===== config.mk =====
export PLATFORM = sky130hd
export DESIGN_NAME = display_arbiter_flat
export DESIGN_NICKNAME = d
export VERILOG_FILES = /design/src/rtl/display_arbiter_pkg.sv /design/src/rtl/display_arbiter_if.sv /design/src/rtl/display_arbiter_rr_picker.sv /design/src/rtl/display_arbiter.sv /design/src/flat_wrapper.sv
export SDC_FILE = /design/constraint.sdc
export NUM_CORES = 1
export LEC_CHECK = 0
export ABC_AREA = 1
export CORE_MARGIN = 2
export CORE_UTILIZATION = 45
export CTS_CLUSTER_DIAMETER = 200
export DETAILED_ROUTE_END_ITERATION = 7
export MAX_ROUTING_LAYER = met4
export PLACE_DENSITY = 0.8
export SETUP_SLACK_MARGIN = 0.3
export SLEW_MARGIN = 10
export SYNTH_ARGS = -nofsm -noshare
export SYNTH_HDL_FRONTEND = slang
export SYNTH_HIERARCHICAL = 1
export SYNTH_SLANG_ARGS = --single-unit

===== constraint.sdc =====
create_clock -name clk -period 3.54 [get_ports clk]
set_clock_uncertainty 0.15 [all_clocks]
set_input_delay 0.708 -clock clk [delete_from_list [all_inputs] [get_ports clk]]
set_output_delay 0.708 -clock clk [all_outputs]
set_load 0.005 [all_outputs]

===== src/rtl/display_arbiter_pkg.sv =====
// Shared types and default constants for the display arbiter slice.
package disp_arb_pkg;

    typedef enum logic [1:0] {
        IDLE = 2'd0,
        HOLD = 2'd1,
        OPEN = 2'd2
    } state_t;

    localparam int NREQ_DEF        = 3;
    localparam int HOLD_TICKS_DEF  = 8;
    localparam int BLINK_TICKS_DEF = 4;
    localparam int DIGIT_W         = 4;
    localparam int WORD_W          = 4 * DIGIT_W;
    localparam int CNT_W           = 8;

endpackage


===== src/rtl/display_arbiter_if.sv =====
// Requester-side bus of the display arbiter: requests and BCD words in, owner and display word out.
interface display_arbiter_if
    import disp_arb_pkg::*;
#(
    parameter int NREQ = NREQ_DEF
);
    logic [NREQ-1:0]        req;
    logic [WORD_W*NREQ-1:0] req_data;
    logic [NREQ-1:0]        grant;
    logic [WORD_W-1:0]      disp_data;
    logic                   disp_valid;
    logic                   disp_blank;

    modport master (
        output req, req_data,
        input  grant, disp_data, disp_valid, disp_blank
    );

    modport slave (
        input  req, req_data,
        output grant, disp_data, disp_valid, disp_blank
    );
endinterface


===== src/rtl/display_arbiter_rr_picker.sv =====
// Combinational round-robin search: first set request at or above rr_ptr, wrapping modulo NREQ.
module rr_picker
    import disp_arb_pkg::*;
#(
    parameter int NREQ  = NREQ_DEF,
    parameter int PTR_W = $clog2(NREQ_DEF)
) (
    input  logic [NREQ-1:0]  req,
    input  logic [PTR_W-1:0] rr_ptr,
    output logic [NREQ-1:0]  winner,
    output logic             found
);
    logic [PTR_W-1:0] idx;

    always_comb begin
        // NOTE: every comb output gets a default first, so no path can infer a latch.
        winner = '0;
        found  = 1'b0;
        idx    = '0;
        for (int i = 0; i < NREQ; i++) begin
            idx = PTR_W'((int'(rr_ptr) + i) % NREQ);
            if (!found && req[idx]) begin
                winner[idx] = 1'b1;
                found       = 1'b1;
            end
        end
    end
endmodule


===== src/rtl/display_arbiter.sv =====
// Round-robin owner arbiter for the seven-segment display path with hold time and urgent preemption.
// Optional blinking of an urgent owner is compiled in with `DISP_ARB_BLINK_EN.
module display_arbiter
    import disp_arb_pkg::*;
#(
    parameter int NREQ        = NREQ_DEF,
    parameter int HOLD_TICKS  = HOLD_TICKS_DEF,
    parameter int BLINK_TICKS = BLINK_TICKS_DEF
) (
    input  logic              clk,
    input  logic              reset,
    input  logic              tick,
    display_arbiter_if.slave  bus
);
    localparam int PTR_W = $clog2(NREQ);
    localparam logic [CNT_W-1:0] HOLD_LOAD = CNT_W'(HOLD_TICKS);

    if (NREQ < 2 || NREQ > 8 || HOLD_TICKS < 1 || HOLD_TICKS > 255 ||
        BLINK_TICKS < 1 || BLINK_TICKS > 255) begin : g_bad_param
        $error("display_arbiter: parameter out of range");
    end

    state_t            state_q, state_d;
    logic [NREQ-1:0]   grant_q, grant_d;
    logic [WORD_W-1:0] data_q, data_d;
    logic              valid_q, valid_d;
    logic [CNT_W-1:0]  hold_q, hold_d;
    logic [PTR_W-1:0]  ptr_q, ptr_d;

    logic [NREQ-1:0]   pick_req, pick_win, new_grant;
    logic              pick_found, grant_event, preempt, owner_req;

    function automatic logic [WORD_W-1:0] word_of(input logic [NREQ-1:0] sel,
                                                  input logic [WORD_W*NREQ-1:0] words);
        logic [WORD_W-1:0] w = '0;
        for (int k = 0; k < NREQ; k++)
            if (sel[k]) w |= words[k*WORD_W +: WORD_W];
        return w;
    endfunction

    function automatic logic [PTR_W-1:0] ptr_after(input logic [NREQ-1:0] sel);
        logic [PTR_W-1:0] p = '0;
        for (int k = 0; k < NREQ; k++)
            if (sel[k]) p = PTR_W'((k + 1) % NREQ);
        return p;
    endfunction

    // While someone owns the display, the owner itself is excluded from the search.
    assign pick_req  = (state_q == IDLE) ? bus.req : (bus.req & ~grant_q);
    assign owner_req = |(bus.req & grant_q);
    assign preempt   = (state_q != IDLE) && bus.req[0] && !grant_q[0];

    rr_picker #(.NREQ(NREQ), .PTR_W(PTR_W)) u_picker (
        .req    (pick_req),
        .rr_ptr (ptr_q),
        .winner (pick_win),
        .found  (pick_found)
    );

    always_ff @(posedge clk or negedge reset) begin
        if (!reset) begin
            state_q <= IDLE;
            grant_q <= '0;
            data_q  <= '0;
            valid_q <= 1'b0;
            hold_q  <= '0;
            ptr_q   <= '0;
        end else begin
            // NOTE: non-blocking so every register samples the pre-edge values.
            state_q <= state_d;
            grant_q <= grant_d;
            data_q  <= data_d;
            valid_q <= valid_d;
            hold_q  <= hold_d;
            ptr_q   <= ptr_d;
        end
    end

    always_comb begin
        state_d     = state_q;
        grant_event = 1'b0;
        new_grant   = '0;
        if (preempt) begin
            state_d     = HOLD;
            grant_event = 1'b1;
            new_grant   = NREQ'(1);
        end else begin
            unique case (state_q)
                IDLE: if (|bus.req) begin
                    state_d     = HOLD;
                    grant_event = 1'b1;
                    new_grant   = bus.req[0] ? NREQ'(1) : pick_win;
                end
                HOLD: if (tick && hold_q <= CNT_W'(1)) state_d = OPEN;
                OPEN: if (pick_found) begin
                    state_d     = HOLD;
                    grant_event = 1'b1;
                    new_grant   = pick_win;
                end else if (!owner_req) begin
                    state_d = IDLE;
                end
                default: state_d = IDLE;
            endcase
        end
    end

    always_comb begin
        grant_d = grant_q;
        data_d  = data_q;
        hold_d  = hold_q;
        ptr_d   = ptr_q;
        valid_d = (state_d != IDLE);
        if (grant_event) begin
            grant_d = new_grant;
            data_d  = word_of(new_grant, bus.req_data);
            hold_d  = HOLD_LOAD;
            // An urgent interruption must not disturb the rotation it interrupted.
            if (!preempt) ptr_d = ptr_after(new_grant);
        end else if (state_d == IDLE) begin
            grant_d = '0;
            data_d  = '0;
            hold_d  = '0;
        end else begin
            if (owner_req) data_d = word_of(grant_q, bus.req_data);
            if (state_q == HOLD && tick && hold_q != '0) hold_d = hold_q - CNT_W'(1);
        end
    end

    assign bus.grant      = grant_q;
    assign bus.disp_data  = data_q;
    assign bus.disp_valid = valid_q;

`ifdef DISP_ARB_BLINK_EN
    localparam logic [CNT_W-1:0] BLINK_LAST = CNT_W'(BLINK_TICKS - 1);

    logic             blank_q;
    logic [CNT_W-1:0] blink_q;

    always_ff @(posedge clk or negedge reset) begin
        if (!reset) begin
            blank_q <= 1'b0;
            blink_q <= '0;
        end else if (!grant_d[0] || grant_event) begin
            blank_q <= 1'b0;
            blink_q <= '0;
        end else if (tick) begin
            if (blink_q == BLINK_LAST) begin
                blank_q <= ~blank_q;
                blink_q <= '0;
            end else begin
                blink_q <= blink_q + CNT_W'(1);
            end
        end
    end

    assign bus.disp_blank = blank_q;
`else
    assign bus.disp_blank = 1'b0;
`endif
endmodule

===== src/flat_wrapper.sv =====
// flat-port wrapper written by rule: the top's interface ports become plain ports
module display_arbiter_flat import disp_arb_pkg::*;
#(
    parameter int NREQ        = NREQ_DEF,
    parameter int HOLD_TICKS  = HOLD_TICKS_DEF,
    parameter int BLINK_TICKS = BLINK_TICKS_DEF
)
  (clk, reset, tick, bus_req, bus_req_data, bus_grant, bus_disp_data, bus_disp_valid, bus_disp_blank);
  display_arbiter_if #(.NREQ(NREQ)) bus_i ();
  input  logic clk;
  input  logic reset;
  input  logic tick;
  input wire logic [$bits(bus_i.req)-1:0] bus_req;
  input wire logic [$bits(bus_i.req_data)-1:0] bus_req_data;
  output wire logic [$bits(bus_i.grant)-1:0] bus_grant;
  output wire logic [$bits(bus_i.disp_data)-1:0] bus_disp_data;
  output wire logic [$bits(bus_i.disp_valid)-1:0] bus_disp_valid;
  output wire logic [$bits(bus_i.disp_blank)-1:0] bus_disp_blank;
  assign bus_i.req = bus_req;
  assign bus_i.req_data = bus_req_data;
  assign bus_grant = bus_i.grant;
  assign bus_disp_data = bus_i.disp_data;
  assign bus_disp_valid = bus_i.disp_valid;
  assign bus_disp_blank = bus_i.disp_blank;
  display_arbiter #(.NREQ(NREQ), .HOLD_TICKS(HOLD_TICKS), .BLINK_TICKS(BLINK_TICKS)) u_core (.clk(clk), .reset(reset), .tick(tick), .bus(bus_i));
endmodule

==> report_table.html, run 1 <==
<table>
<tr><th>Metric</th><th>Value</th></tr>
<tr><th colspan="2">Status</th></tr>
<tr><td>Run status</td><td>finished clean</td></tr>
<tr><th colspan="2">Synthesis</th></tr>
<tr><td>Net Count, Synth</td><td>492</td></tr>
<tr><td>Number of storage elements in the synthesis netlist</td><td>32</td></tr>
<tr><td>Count of cell types in the netlist</td><td>34</td></tr>
<tr><td>Synth Area per Inst</td><td>6.45 sq um</td></tr>
<tr><td>Share of synthesized registers carrying an async set or reset</td><td>100%</td></tr>
<tr><td>Count of flip-flops with a built-in enable after synthesis</td><td>0</td></tr>
<tr><td>Count of warnings emitted by yosys</td><td>6</td></tr>
<tr><td>Portion of the post-synthesis area used by sequential elements</td><td>28.7%</td></tr>
<tr><td>Cell area after synthesis</td><td>2790 sq um</td></tr>
<tr><td>Gate Count Post-Synth</td><td>432</td></tr>
<tr><td>Most used flip-flop cell after synthesis</td><td>dfrtp_1</td></tr>
<tr><th colspan="2">Final layout</th></tr>
<tr><td>Number of antenna diodes</td><td>0</td></tr>
<tr><td>Post-route cell area</td><td>3680 sq um</td></tr>
<tr><td>Number of nets in the layout</td><td>566</td></tr>
<tr><td>Proportion of layout cells with a drive suffix above 1</td><td>8.28%</td></tr>
<tr><td>Post-route core utilization</td><td>61.9%</td></tr>
<tr><td>Area delta synth-&gt;final</td><td>32.2%</td></tr>
<tr><th colspan="2">Worst setup path</th></tr>
<tr><td>Count of buffer and inverter cells on the critical path</td><td>4</td></tr>
<tr><td>Kind of cell adding the most delay to the critical path</td><td>simple AND/OR/NAND/NOR gates</td></tr>
<tr><td>Stage delay of the slowest cell on the critical path</td><td>0.48 ns</td></tr>
<tr><td>Crit-path most repeated cell</td><td>nand2_1</td></tr>
<tr><td>Type of the worst setup path</td><td>input pin to register</td></tr>
<tr><td>Category of the worst setup path launch point</td><td>input pin</td></tr>
<tr><td>Critical path peak fanout</td><td>12</td></tr>
<tr><td>Cell type of the slowest stage on the worst timing path</td><td>clkdlybuf4s50_1</td></tr>
<tr><td>Crit path cell chain</td><td>clkdlybuf4s50_1, inv_1, a21oi_1, inv_1, nand2_1, nand3_1, nand2_1, nand4_1, nand3_1, nand4_1, nand2_2, nand2_2, o21ai_0, nor2_1, nand2_1, nand2_1, inv_1</td></tr>
<tr><td>Element type at the critical path end</td><td>register</td></tr>
<tr><td>Worst endpoint data arrival time</td><td>3.08 ns</td></tr>
<tr><td>Critical Path RT</td><td>3.63 ns</td></tr>
<tr><th colspan="2">Route</th></tr>
<tr><td>Final wirelength</td><td>8320 microns</td></tr>
<tr><td>ANT nets after route</td><td>0</td></tr>
<tr><td>Routed WL per cell</td><td>14.3 microns</td></tr>
<tr><td>Total iterations of the first detailed-routing run</td><td>5</td></tr>
<tr><td>DR vias</td><td>3102</td></tr>
<tr><td>Detail-routed via count per cell</td><td>5.33</td></tr>
<tr><td>DR iter-0 viols</td><td>232</td></tr>
<tr><td>DRC violation count after routing</td><td>0</td></tr>
<tr><th colspan="2">CTS</th></tr>
<tr><td>CTS sink count</td><td>32</td></tr>
<tr><td>Count of hold buffers inserted by post-cts repair</td><td>0</td></tr>
<tr><td>Clock network latency to the later pin of the worst-skew pair</td><td>0.29 ns</td></tr>
<tr><td>Number of buffers created by CTS</td><td>5</td></tr>
<tr><td>Max Buffers Root-to-Sink</td><td>2</td></tr>
<tr><td>Clock tree from TritonCTS</td><td>built</td></tr>
<tr><td>Maximum level of the CTS H-tree</td><td>2</td></tr>
<tr><td>Buffer type at the clock tree root</td><td>clkbuf_8</td></tr>
<tr><td>Worst-path clk slew</td><td>0.07 ns</td></tr>
<tr><th colspan="2">STA</th></tr>
<tr><td>Fmax</td><td>334 MHz</td></tr>
<tr><td>Hold slack final</td><td>0.371 ns</td></tr>
<tr><td>Setup TNS</td><td>0 ns</td></tr>
<tr><td>Number of max-slew violations in the final report</td><td>0</td></tr>
<tr><td>Count of final setup violators</td><td>0</td></tr>
<tr><td>Final clock period utilization by the worst path</td><td>84.7%</td></tr>
<tr><td>Unrepaired setup endpoints after global routing</td><td>false</td></tr>
<tr><td>Time the final worst path needs with I/O delays and setup</td><td>3.00 ns</td></tr>
<tr><td>Number of hold violations in the final report</td><td>0</td></tr>
<tr><th colspan="2">Placed design</th></tr>
<tr><td>Cell Area, Placed</td><td>3590 sq um</td></tr>
<tr><td>RePlAce Congestion</td><td>0.979</td></tr>
<tr><td>Count of input and output buffers</td><td>73</td></tr>
<tr><td>Half-perimeter wire length after placement</td><td>6020 microns</td></tr>
<tr><th colspan="2">Pwr</th></tr>
<tr><td>Clock network power share</td><td>9.9%</td></tr>
<tr><td>Worst supply voltage drop on vdd</td><td>0.000443 V</td></tr>
<tr><td>PD cells</td><td>823 nW/um^2</td></tr>
<tr><td>Pleak</td><td>1.85 nW</td></tr>
<tr><td>Fraction of power consumed by combinational cells</td><td>68.4%</td></tr>
<tr><td>Switching portion of total power</td><td>49.2%</td></tr>
<tr><td>Net Sw Power</td><td>1.49 mW</td></tr>
<tr><td>Cell internal power dissipation</td><td>1.54 mW</td></tr>
<tr><td>Relative contribution of sequential cells to total power</td><td>21.7%</td></tr>
<tr><th colspan="2">GRT</th></tr>
<tr><td>Number of global-route vias before repair</td><td>3075</td></tr>
<tr><td>Global route total overflow</td><td>0</td></tr>
<tr><td>Total GRT Usage</td><td>27.1%</td></tr>
<tr><td>Initial antenna violation count</td><td>0</td></tr>
<tr><td>Largest net degree at the start of global routing</td><td>33</td></tr>
<tr><td>First-pass GRT wire length</td><td>13700 microns</td></tr>
<tr><th colspan="2">Run</th></tr>
<tr><td>Max Cap Violations</td><td>0</td></tr>
<tr><th colspan="2">Floorplanning</th></tr>
<tr><td>Effective utilization at floorplan</td><td>46.8%</td></tr>
<tr><td>Placeable core region</td><td>5960 sq um</td></tr>
<tr><td>Site Rows</td><td>28</td></tr>
<tr><td>Die Ht</td><td>82.7 microns</td></tr>
<tr><td>Count of boundary I/O pins</td><td>75</td></tr>
<tr><td>Die width</td><td>82.7 microns</td></tr>
<tr><td>Full die area</td><td>6840 sq um</td></tr>
<tr><th colspan="2">Worst hold path</th></tr>
<tr><td>Hold Path Class</td><td>register to register</td></tr>
</table>
state kept, by name, indices dropped and copies added (netlist names):
register / cells
u_core/state_q: 2
u_core/bus.disp_valid: 1
u_core/ptr_q: 2
u_core/hold_q: 8
u_core/bus.disp_data: 16
u_core/bus.grant: 3
tightest hold or removal path, cell delays in order, from the launching register on:
cell and delay (ns):
dfrtp_1 0.35, nand3_1 0.07, nand2_1 0.07
timing repair:
item	4_1_cts	5_1_grt
resized for setup	0	2
endpoints found under the hold margin	0	0
setup endpoints to repair	0	12
setup buffers	0	0
Yosys cell counts (2+ instances only):
master	instances	area [sq um]
clkinv_1	2	7.51
buf_4	4	30.0
o21ai_1	4	20.0
dfrtp_1	32	801
xor2_1	6	52.6
a21oi_1	4	20.0
nand2_2	6	37.5
inv_2	5	18.8
inv_1	70	263
nand2_4	3	33.8
buf_6	4	45.0
o21ai_0	17	85.1
ha_1	6	75.1
clkbuf_1	4	15.0
nor2_1	49	184
nand4_1	3	18.8
nand2_1	117	439
buf_2	4	20.0
nor2_2	3	18.8
o211ai_1	2	15.0
nor3_1	3	15.0
nand3b_1	16	120
o2111ai_1	15	131
nand3_2	3	30.0
nand3_1	41	205
layer usage:
layer / share of wire [%] / GRT usage, %
met1: 42 / 33.5
met2: 48 / 43.8
met3: 8.0 / 4.67
met4: 2.0 / 11.5
met5: 0 / -
metrics by stage:
stage / instances / setup WS [ns] / total power, mW
floorplan: 432 / 0.828 / 2.06
CTS: 582 / 0.484 / 3.01
finish: 582 / 0.543 / 3.03
global placement: 574 / 0.221 / 2.64
detailed placement: 574 / 0.169 / 2.70
global route: 582 / 0.303 / 3.31
cells by family after synthesis:
| logic type | Yosys count | synth area share (%) |
|---|---|---|
| adder cells (fa/ha/maj) | 6 | 2.69 |
| other | 1 | 0.135 |
| flip-flops | 32 | 28.7 |
| XOR/XNOR | 6 | 1.89 |
| AO/OA/AOI/OAI | 46 | 10.9 |
| buffers and inverters | 93 | 14.3 |
| AND/OR/NAND/NOR | 248 | 41.3 |
worst paths after layout:
path                                    startpoint                        to  slack (ns)  depth (start not counted)
max                                     bus_req[1]  u_core/bus.disp_data[13]        0.54                         17
min reg2reg                u_core/bus.disp_data[3]   u_core/bus.disp_data[3]        0.37                          2
max in group asynchronous                    reset   u_core/bus.disp_data[6]        2.26                          2
max reg2reg                    u_core/bus.grant[2]   u_core/bus.disp_data[4]        0.59                         16
min                        u_core/bus.disp_data[3]   u_core/bus.disp_data[3]        0.37                          2
min in group asynchronous                    reset       u_core/bus.grant[0]        0.66                          2
power by group through the flow:
stage	logic [mW]	clock network, mW	registers [mW]
2_1_floorplan	1.42	0	0.636
3_3_place_gp	1.97	0	0.664
3_5_place_dp	2.04	0	0.656
4_1_cts	2.05	0.304	0.658
5_1_grt	2.32	0.322	0.676
6_report	2.07	0.300	0.658
final cells by class:
type / count / area [sq um]
sequential: 32 / 801
clock buffer: 8 / 90.1
tap: 75 / 93.8
fill: 538 / 2270
inverter: 77 / 293
timing repair buffer: 83 / 818
multi-input combinational: 307 / 1590
placed cells by master, fill, tap and decap left out, types with 4 or more instances in the layout:
| master | synthesis | routed |
|---|---|---|
| dfrtp_1 | 32 | 32 |
| clkbuf_8 | 0 | 6 |
| a21oi_1 | 4 | 4 |
| o2111ai_1 | 15 | 15 |
| nand2_2 | 6 | 7 |
| inv_2 | 5 | 5 |
| nand2_1 | 117 | 116 |
| xor2_1 | 6 | 6 |
| inv_1 | 70 | 70 |
| nand3_1 | 41 | 41 |
| nand3b_1 | 16 | 16 |
| clkdlybuf4s50_1 | 0 | 73 |
| o21ai_1 | 4 | 4 |
| ha_1 | 6 | 6 |
| o21ai_0 | 17 | 17 |
| buf_4 | 4 | 9 |
| nor2_1 | 49 | 49 |
Note: power is estimated with default switching activity, not from simulation.
==> inputs of run 2 (changes only) <==
--- a/config.mk
+++ b/config.mk
@@ -11,7 +11,7 @@
 export CTS_CLUSTER_DIAMETER = 200
 export DETAILED_ROUTE_END_ITERATION = 7
 export MAX_ROUTING_LAYER = met4
-export PLACE_DENSITY = 0.8
+export PLACE_DENSITY = 0.83
 export SETUP_SLACK_MARGIN = 0.3
 export SLEW_MARGIN = 10
 export SYNTH_ARGS = -nofsm -noshare
==> constraint.sdc (replaced) <==
create_clock -name clk -period 2.7 [get_ports clk]
set_clock_uncertainty 0.15 [all_clocks]
set_input_delay 0.54 -clock clk [delete_from_list [all_inputs] [get_ports clk]]
set_output_delay 0.54 -clock clk [all_outputs]
set_load 0.005 [all_outputs]
==> run 2 against run 1 <==
Compared with the run above:
- die area is the same
- combinational power grew 87%
- utilization grew 12 points
- wire length grew 20%
- non-clock buffer count grew 44
- clock power grew 59%
- worst setup slack lost 0.50 ns
- sequential power grew 30%
- clock-buffer cell count shrank 3
- worst hold slack gained 0.0021 ns
- first-iteration DRC count grew 31%
- cell area grew 19%
- critical path type is now register to register
- largest cell class unchanged
- largest power group unchanged
==> report_table.html, run 2 (synthesis results as in run 1) <==
<table>
<tr><th>Metric</th><th>Value</th></tr>
<tr><th colspan="2">Worst setup path</th></tr>
<tr><td>Critical path origin</td><td>u_core/state_q[1]</td></tr>
<tr><td>Category of the worst setup path launch point</td><td>register</td></tr>
<tr><td>Beginning of the worst register-to-register path</td><td>u_core/state_q[1]</td></tr>
<tr><td>Element type at the critical path end</td><td>register</td></tr>
<tr><td>Type of the worst setup path</td><td>register to register</td></tr>
<tr><td>Critical path peak fanout</td><td>10</td></tr>
<tr><td>Critical Path RT</td><td>2.74 ns</td></tr>
<tr><td>Worst endpoint data arrival time</td><td>2.69 ns</td></tr>
<tr><th colspan="2">Worst hold path</th></tr>
<tr><td>Start point of the worst hold path</td><td>u_core/bus.disp_data[3]</td></tr>
<tr><td>Hold Path Class</td><td>register to register</td></tr>
<tr><th colspan="2">Placed design</th></tr>
<tr><td>Count of input and output buffers</td><td>73</td></tr>
<tr><td>Placed Cells</td><td>592</td></tr>
<tr><td>RePlAce Congestion</td><td>0.933</td></tr>
<tr><td>Cell Area, Placed</td><td>3790 sq um</td></tr>
<tr><td>Half-perimeter wire length after placement</td><td>6220 microns</td></tr>
<tr><th colspan="2">Status</th></tr>
<tr><td>Run status</td><td>finished clean</td></tr>
<tr><th colspan="2">Run</th></tr>
<tr><td>Max Cap Violations</td><td>0</td></tr>
<tr><th colspan="2">CTS</th></tr>
<tr><td>Maximum level of the CTS H-tree</td><td>2</td></tr>
<tr><td>CTS sink count</td><td>32</td></tr>
<tr><td>Buffer type at the clock tree root</td><td>clkbuf_8</td></tr>
<tr><td>Worst-path clk slew</td><td>0.08 ns</td></tr>
<tr><td>Max Buffers Root-to-Sink</td><td>2</td></tr>
<tr><td>Clock tree from TritonCTS</td><td>built</td></tr>
<tr><td>Count of hold buffers inserted by post-cts repair</td><td>0</td></tr>
<tr><td>Number of buffers created by CTS</td><td>5</td></tr>
<tr><td>Clock network latency to the later pin of the worst-skew pair</td><td>0.29 ns</td></tr>
<tr><th colspan="2">STA</th></tr>
<tr><td>Hold slack final</td><td>0.373 ns</td></tr>
<tr><td>Time the final worst path needs with I/O delays and setup</td><td>2.65 ns</td></tr>
<tr><td>Fmax</td><td>377 MHz</td></tr>
<tr><td>Number of hold violations in the final report</td><td>0</td></tr>
<tr><td>Count of final setup violators</td><td>0</td></tr>
<tr><td>Final clock period utilization by the worst path</td><td>98.2%</td></tr>
<tr><td>Unrepaired setup endpoints after global routing</td><td>true</td></tr>
<tr><td>Number of max-slew violations in the final report</td><td>0</td></tr>
<tr><th colspan="2">Route</th></tr>
<tr><td>Routed WL per cell</td><td>15.9 microns</td></tr>
<tr><td>Final wirelength</td><td>9990 microns</td></tr>
<tr><td>DR iter-0 viols</td><td>304</td></tr>
<tr><td>DRC violation count after routing</td><td>0</td></tr>
<tr><td>ANT nets after route</td><td>0</td></tr>
<tr><td>Detail-routed via count per cell</td><td>5.58</td></tr>
<tr><td>DR vias</td><td>3504</td></tr>
<tr><td>Total iterations of the first detailed-routing run</td><td>5</td></tr>
<tr><th colspan="2">Floorplanning</th></tr>
<tr><td>Count of boundary I/O pins</td><td>75</td></tr>
<tr><td>Full die area</td><td>6840 sq um</td></tr>
<tr><td>Effective utilization at floorplan</td><td>46.8%</td></tr>
<tr><td>Site Rows</td><td>28</td></tr>
<tr><td>Die width</td><td>82.7 microns</td></tr>
<tr><td>Die Ht</td><td>82.7 microns</td></tr>
<tr><td>Placeable core region</td><td>5960 sq um</td></tr>
<tr><th colspan="2">GRT</th></tr>
<tr><td>Total GRT Usage</td><td>28.4%</td></tr>
<tr><td>Global route total overflow</td><td>0</td></tr>
<tr><td>Initial antenna violation count</td><td>0</td></tr>
<tr><td>Largest net degree at the start of global routing</td><td>33</td></tr>
<tr><td>Number of global-route vias before repair</td><td>3264</td></tr>
<tr><td>First-pass GRT wire length</td><td>14500 microns</td></tr>
<tr><th colspan="2">Final layout</th></tr>
<tr><td>Layout Cells excl Fill</td><td>628</td></tr>
<tr><td>Number of nets in the layout</td><td>612</td></tr>
<tr><td>Most frequent cells in the layout</td><td>nand2_1, clkdlybuf4s50_1, inv_1, nor2_1, buf_4</td></tr>
<tr><td>Proportion of layout cells with a drive suffix above 1</td><td>23.5%</td></tr>
<tr><td>Area delta synth-&gt;final</td><td>56.8%</td></tr>
<tr><td>Most frequent standard cell in the layout excluding fill and tap cells</td><td>nand2_1</td></tr>
<tr><td>Post-route core utilization</td><td>73.4%</td></tr>
<tr><td>Number of flip-flops under the largest register name</td><td>16</td></tr>
<tr><td>Post-route cell area</td><td>4370 sq um</td></tr>
<tr><td>Number of antenna diodes</td><td>0</td></tr>
<tr><th colspan="2">Pwr</th></tr>
<tr><td>Pleak</td><td>2.16 nW</td></tr>
<tr><td>Worst supply voltage drop on vdd</td><td>0.000608 V</td></tr>
<tr><td>PD cells</td><td>1190 nW/um^2</td></tr>
</table>
## run 2: worst paths after layout
path                       cells after the start  slack (ns)                        to
setup / recovery                              19        0.05  u_core/bus.disp_data[14]
hold reg to reg                                2        0.37   u_core/bus.disp_data[3]
hold / removal                                 2        0.37   u_core/bus.disp_data[3]
setup reg to reg                              19        0.05  u_core/bus.disp_data[14]
min in group asynchronous                      2        0.50   u_core/bus.disp_data[3]
max in group asynchronous                      2        1.55           u_core/ptr_q[0]
## run 2: layout make-up
class	instances	area [sq um]
Inverter	77	302
Sequential cell	32	803
Multi-Input combinational cell	309	1830
Fill cell	423	1590
Clock inverter	3	42.5
Tap cell	75	93.8
Clock buffer	5	68.8
Timing Repair Buffer	127	1230
## run 2: report_power, final
group / switching [mW] / total (mW) / internal [mW]
registers: 0.146 / 0.857 / 0.711
logic: 2.12 / 3.88 / 1.76
clock network: 0.205 / 0.478 / 0.273
total: 2.47 / 5.22 / 2.75
## run 2: repair_timing
item	4_1_cts	5_1_grt
setup buffers	12	12
pin swaps	15	22
endpoints found under the setup margin	30	29
cloned	2	2
resized for setup	36	43
## run 2: worst max-delay path, stage by stage, from the launching register on
cell and delay (ns):
dfrtp_1 0.39, nor2_2 0.06, buf_4 0.15, o21a_4 0.24, nand3_1 0.11, nand2_2 0.10
nor2_4 0.14, nand3_4 0.10, nand2_2 0.10, nand2_2 0.08, nor2_4 0.12, nand2_1 0.09
nand2_2 0.09, nand2_4 0.08, buf_8 0.14, buf_12 0.13, nand3_1 0.06, nand2_1 0.08
nand2_1 0.08, inv_1 0.04
## run 2: per-stage QoR
| stage | setup slack (ns) | setup TNS [ns] | total power [mW] |
|---|---|---|---|
| finish | 0.0479 | 0 | 5.22 |
| global route | -0.0975 | -0.623 | 5.56 |
| CTS | 0.254 | 0 | 4.57 |
| detailed placement | -0.290 | -6.70 | 3.78 |
| global placement | -0.202 | -4.36 | 3.70 |
| floorplan | 0.306 | 0 | 2.78 |
## run 2: metal layers
layer  part of all wire (%)  global-route usage [%]
met2                     50                    48.0
met4                    2.8                    11.0
met5                      0                       -
met3                    8.5                    4.67
met1                     39                    34.0
==> inputs of run 3 (changes only) <==
--- a/config.mk
+++ b/config.mk
@@ -18,3 +18,4 @@
 export SYNTH_HDL_FRONTEND = slang
 export SYNTH_HIERARCHICAL = 1
 export SYNTH_SLANG_ARGS = --single-unit
+export TNS_END_PERCENT = 50
==> run 3 against run 2 <==
Compared with the run above:
- sequential share of layout area up 0.44 points
- worst setup slack worse by 0.0056 ns
- combinational power down 5.9%
- critical path depth unchanged
- global-route usage unchanged
- flip-flop and latch count unchanged
- clock-buffer cell count unchanged
- first-iteration DRC count down 2.0%
- largest power group unchanged
==> report_table.html, run 3 (synthesis results as in run 1) <==
<table>
<tr><th>Metric</th><th>Value</th></tr>
<tr><th colspan="2">Status</th></tr>
<tr><td>Run status</td><td>finished clean</td></tr>
<tr><th colspan="2">GRT</th></tr>
<tr><td>Initial antenna violation count</td><td>0</td></tr>
<tr><td>Number of global-route vias before repair</td><td>3264</td></tr>
<tr><td>Global route total overflow</td><td>0</td></tr>
<tr><td>First-pass GRT wire length</td><td>14500 microns</td></tr>
<tr><td>Total GRT Usage</td><td>28.4%</td></tr>
<tr><td>Largest net degree at the start of global routing</td><td>33</td></tr>
<tr><th colspan="2">Worst setup path</th></tr>
<tr><td>Element type at the critical path end</td><td>register</td></tr>
<tr><td>Crit path cell chain</td><td>nor2_2, buf_4, o21a_4, nand3_1, nand2_2, nor2_4, nand3_2, nand2_2, nand2_2, nor2_4, nand2_1, nand2_2, nand2_4, buf_4, buf_12, nand3_1, nand2_1, nand2_1, inv_1</td></tr>
<tr><td>Critical Path RT</td><td>2.73 ns</td></tr>
<tr><td>Category of the worst setup path launch point</td><td>register</td></tr>
<tr><td>Cell type of the slowest stage on the worst timing path</td><td>dfrtp_1</td></tr>
<tr><td>Crit-path most repeated cell</td><td>nand2_2</td></tr>
<tr><td>Worst endpoint data arrival time</td><td>2.69 ns</td></tr>
<tr><td>Type of the worst setup path</td><td>register to register</td></tr>
<tr><td>Kind of cell adding the most delay to the critical path</td><td>simple AND/OR/NAND/NOR gates</td></tr>
<tr><td>Count of buffer and inverter cells on the critical path</td><td>4</td></tr>
<tr><td>Stage delay of the slowest cell on the critical path</td><td>0.39 ns</td></tr>
<tr><td>Critical path peak fanout</td><td>10</td></tr>
<tr><th colspan="2">Final layout</th></tr>
<tr><td>Number of antenna diodes</td><td>0</td></tr>
<tr><td>Most frequent standard cell in the layout excluding fill and tap cells</td><td>nand2_1</td></tr>
<tr><td>Most frequent cells in the layout</td><td>nand2_1, clkdlybuf4s50_1, inv_1, nor2_1, buf_4</td></tr>
<tr><td>Fill cell total of the finished layout</td><td>444</td></tr>
<tr><td>Proportion of layout cells with a drive suffix above 1</td><td>21.6%</td></tr>
<tr><td>Layout Cells excl Fill</td><td>625</td></tr>
<tr><td>Number of flip-flops under the largest register name</td><td>16</td></tr>
<tr><td>Area delta synth-&gt;final</td><td>53.2%</td></tr>
<tr><td>Number of nets in the layout</td><td>609</td></tr>
<tr><th colspan="2">Pwr</th></tr>
<tr><td>PD cells</td><td>1170 nW/um^2</td></tr>
<tr><td>Relative contribution of sequential cells to total power</td><td>17.2%</td></tr>
<tr><td>Pleak</td><td>2.14 nW</td></tr>
<tr><td>Net Sw Power</td><td>2.33 mW</td></tr>
<tr><td>Fraction of power consumed by combinational cells</td><td>73.3%</td></tr>
<tr><td>Pwr Total</td><td>4.98 mW</td></tr>
<tr><td>Switching portion of total power</td><td>46.9%</td></tr>
<tr><td>Cell internal power dissipation</td><td>2.64 mW</td></tr>
<tr><td>Worst supply voltage drop on vdd</td><td>0.000609 V</td></tr>
<tr><td>Clock network power share</td><td>9.5%</td></tr>
<tr><th colspan="2">CTS</th></tr>
<tr><td>Max Buffers Root-to-Sink</td><td>2</td></tr>
<tr><td>Clock network latency to the later pin of the worst-skew pair</td><td>0.29 ns</td></tr>
<tr><td>Maximum level of the CTS H-tree</td><td>2</td></tr>
<tr><td>CTS sink count</td><td>32</td></tr>
<tr><td>Worst-path clk slew</td><td>0.08 ns</td></tr>
<tr><td>Clock tree from TritonCTS</td><td>built</td></tr>
<tr><td>Count of hold buffers inserted by post-cts repair</td><td>0</td></tr>
<tr><td>Number of buffers created by CTS</td><td>5</td></tr>
<tr><td>Buffer type at the clock tree root</td><td>clkbuf_8</td></tr>
<tr><th colspan="2">Floorplanning</th></tr>
<tr><td>Effective utilization at floorplan</td><td>46.8%</td></tr>
<tr><td>Site Rows</td><td>28</td></tr>
<tr><td>Die width</td><td>82.7 microns</td></tr>
<tr><td>Full die area</td><td>6840 sq um</td></tr>
<tr><td>Count of boundary I/O pins</td><td>75</td></tr>
<tr><td>Placeable core region</td><td>5960 sq um</td></tr>
<tr><td>Die Ht</td><td>82.7 microns</td></tr>
<tr><th colspan="2">STA</th></tr>
<tr><td>Final clock period utilization by the worst path</td><td>98.4%</td></tr>
<tr><td>Number of hold violations in the final report</td><td>0</td></tr>
<tr><td>Number of max-slew violations in the final report</td><td>0</td></tr>
<tr><td>Fmax</td><td>376 MHz</td></tr>
<tr><td>Unrepaired setup endpoints after global routing</td><td>true</td></tr>
<tr><td>Count of final setup violators</td><td>0</td></tr>
<tr><td>Time the final worst path needs with I/O delays and setup</td><td>2.66 ns</td></tr>
<tr><th colspan="2">Placed design</th></tr>
<tr><td>Placed Cells</td><td>592</td></tr>
<tr><td>Half-perimeter wire length after placement</td><td>6220 microns</td></tr>
<tr><td>Count of input and output buffers</td><td>73</td></tr>
<tr><td>RePlAce Congestion</td><td>0.933</td></tr>
<tr><th colspan="2">Route</th></tr>
<tr><td>ANT nets after route</td><td>0</td></tr>
<tr><td>Detail-routed via count per cell</td><td>5.56</td></tr>
<tr><td>Total iterations of the first detailed-routing run</td><td>5</td></tr>
<tr><td>DR iter-0 viols</td><td>298</td></tr>
<tr><td>Routed WL per cell</td><td>15.8 microns</td></tr>
<tr><td>DR vias</td><td>3478</td></tr>
<tr><td>Final wirelength</td><td>9860 microns</td></tr>
<tr><td>DRC violation count after routing</td><td>0</td></tr>
<tr><th colspan="2">Run</th></tr>
<tr><td>Max Cap Violations</td><td>0</td></tr>
<tr><th colspan="2">Worst hold path</th></tr>
<tr><td>Hold Path Class</td><td>register to register</td></tr>
</table>
run 3: changes by cell type in the layout (fill, tap and decap cells not counted), sizes merged:
cell | previous run | this run
buf | 53 | 51
nand2 | 127 | 126
run 3: final timing paths:
| path | start | end | slack [ns] | depth (start not counted) |
|---|---|---|---|---|
| worst max register to register | u_core/state_q[1] | u_core/bus.disp_data[14] | 0.04 | 19 |
| worst max-delay path | u_core/state_q[1] | u_core/bus.disp_data[14] | 0.04 | 19 |
| max in group asynchronous | reset | u_core/ptr_q[0] | 1.55 | 2 |
| worst min register to register | u_core/bus.disp_data[3] | u_core/bus.disp_data[3] | 0.37 | 2 |
| min in group asynchronous | reset | u_core/bus.disp_data[3] | 0.50 | 2 |
| worst min-delay path | u_core/bus.disp_data[3] | u_core/bus.disp_data[3] | 0.37 | 2 |
run 3: cell type report:
cell class	count	area [sq um]	area share, %
Multi-Input combinational cell	308	1760	41.2
Timing Repair Buffer	125	1200	28.2
Sequential cell	32	803	18.8
Inverter	77	299	7.00
Tap cell	75	93.8	2.20
Clock buffer	5	68.8	1.61
Clock inverter	3	42.5	0.996
run 3: routing by layer:
metal | routed length (microns) | up-vias | GRT usage (%)
met2 | 4830 | 241 | 48.0
met1 | 3730 | 1590 | 34.0
met4 | 326 | 0 | 11.0
li1 | - | 1604 | -
met3 | 969 | 43 | 4.67
met5 | 0 | - | -
run 3: power groups by stage:
stage	logic [mW]	registers, mW	clock network (mW)
floorplan	1.94	0.841	0
CTS	3.24	0.851	0.476
finish	3.65	0.855	0.473
global placement	2.84	0.853	0
detailed placement	2.93	0.851	0
global route	3.94	0.876	0.498
run 3: what timing repair did:
action | 4_1_cts | 5_1_grt
setup endpoints to repair | 30 | 29
pin swaps | 15 | 19
cloned | 2 | 1
buffers inserted | 12 | 10
resized for setup | 36 | 22
run 3: worst reg2reg max path, cell delays in order (launching register included):
cell     delay, ns
dfrtp_1       0.39
nor2_2        0.06
buf_4         0.15
o21a_4        0.24
nand3_1       0.12
nand2_2       0.10
nor2_4        0.12
nand3_2       0.12
nand2_2       0.11
nand2_2       0.08
nor2_4        0.12
nand2_1       0.08
nand2_2       0.09
nand2_4       0.08
buf_4         0.16
buf_12        0.13
nand3_1       0.06
nand2_1       0.08
nand2_1       0.08
inv_1         0.04
run 3: metrics by stage:
stage | setup TNS (ns) | worst slack (ns) | util [%] | hold slack (ns) | area [sq um]
4_1_cts | 0 | 0.254 | 68.8 | 0.377 | 4100
2_1_floorplan | 0 | 0.306 | - | 0.0944 | 2860
3_5_place_dp | -6.70 | -0.290 | 63.7 | 0.356 | 3790
3_3_place_gp | -4.36 | -0.202 | 63.7 | 0.349 | 3790
6_report | 0 | 0.0423 | 71.7 | 0.374 | 4270
5_1_grt | -0.238 | -0.0672 | 71.7 | 0.396 | 4270
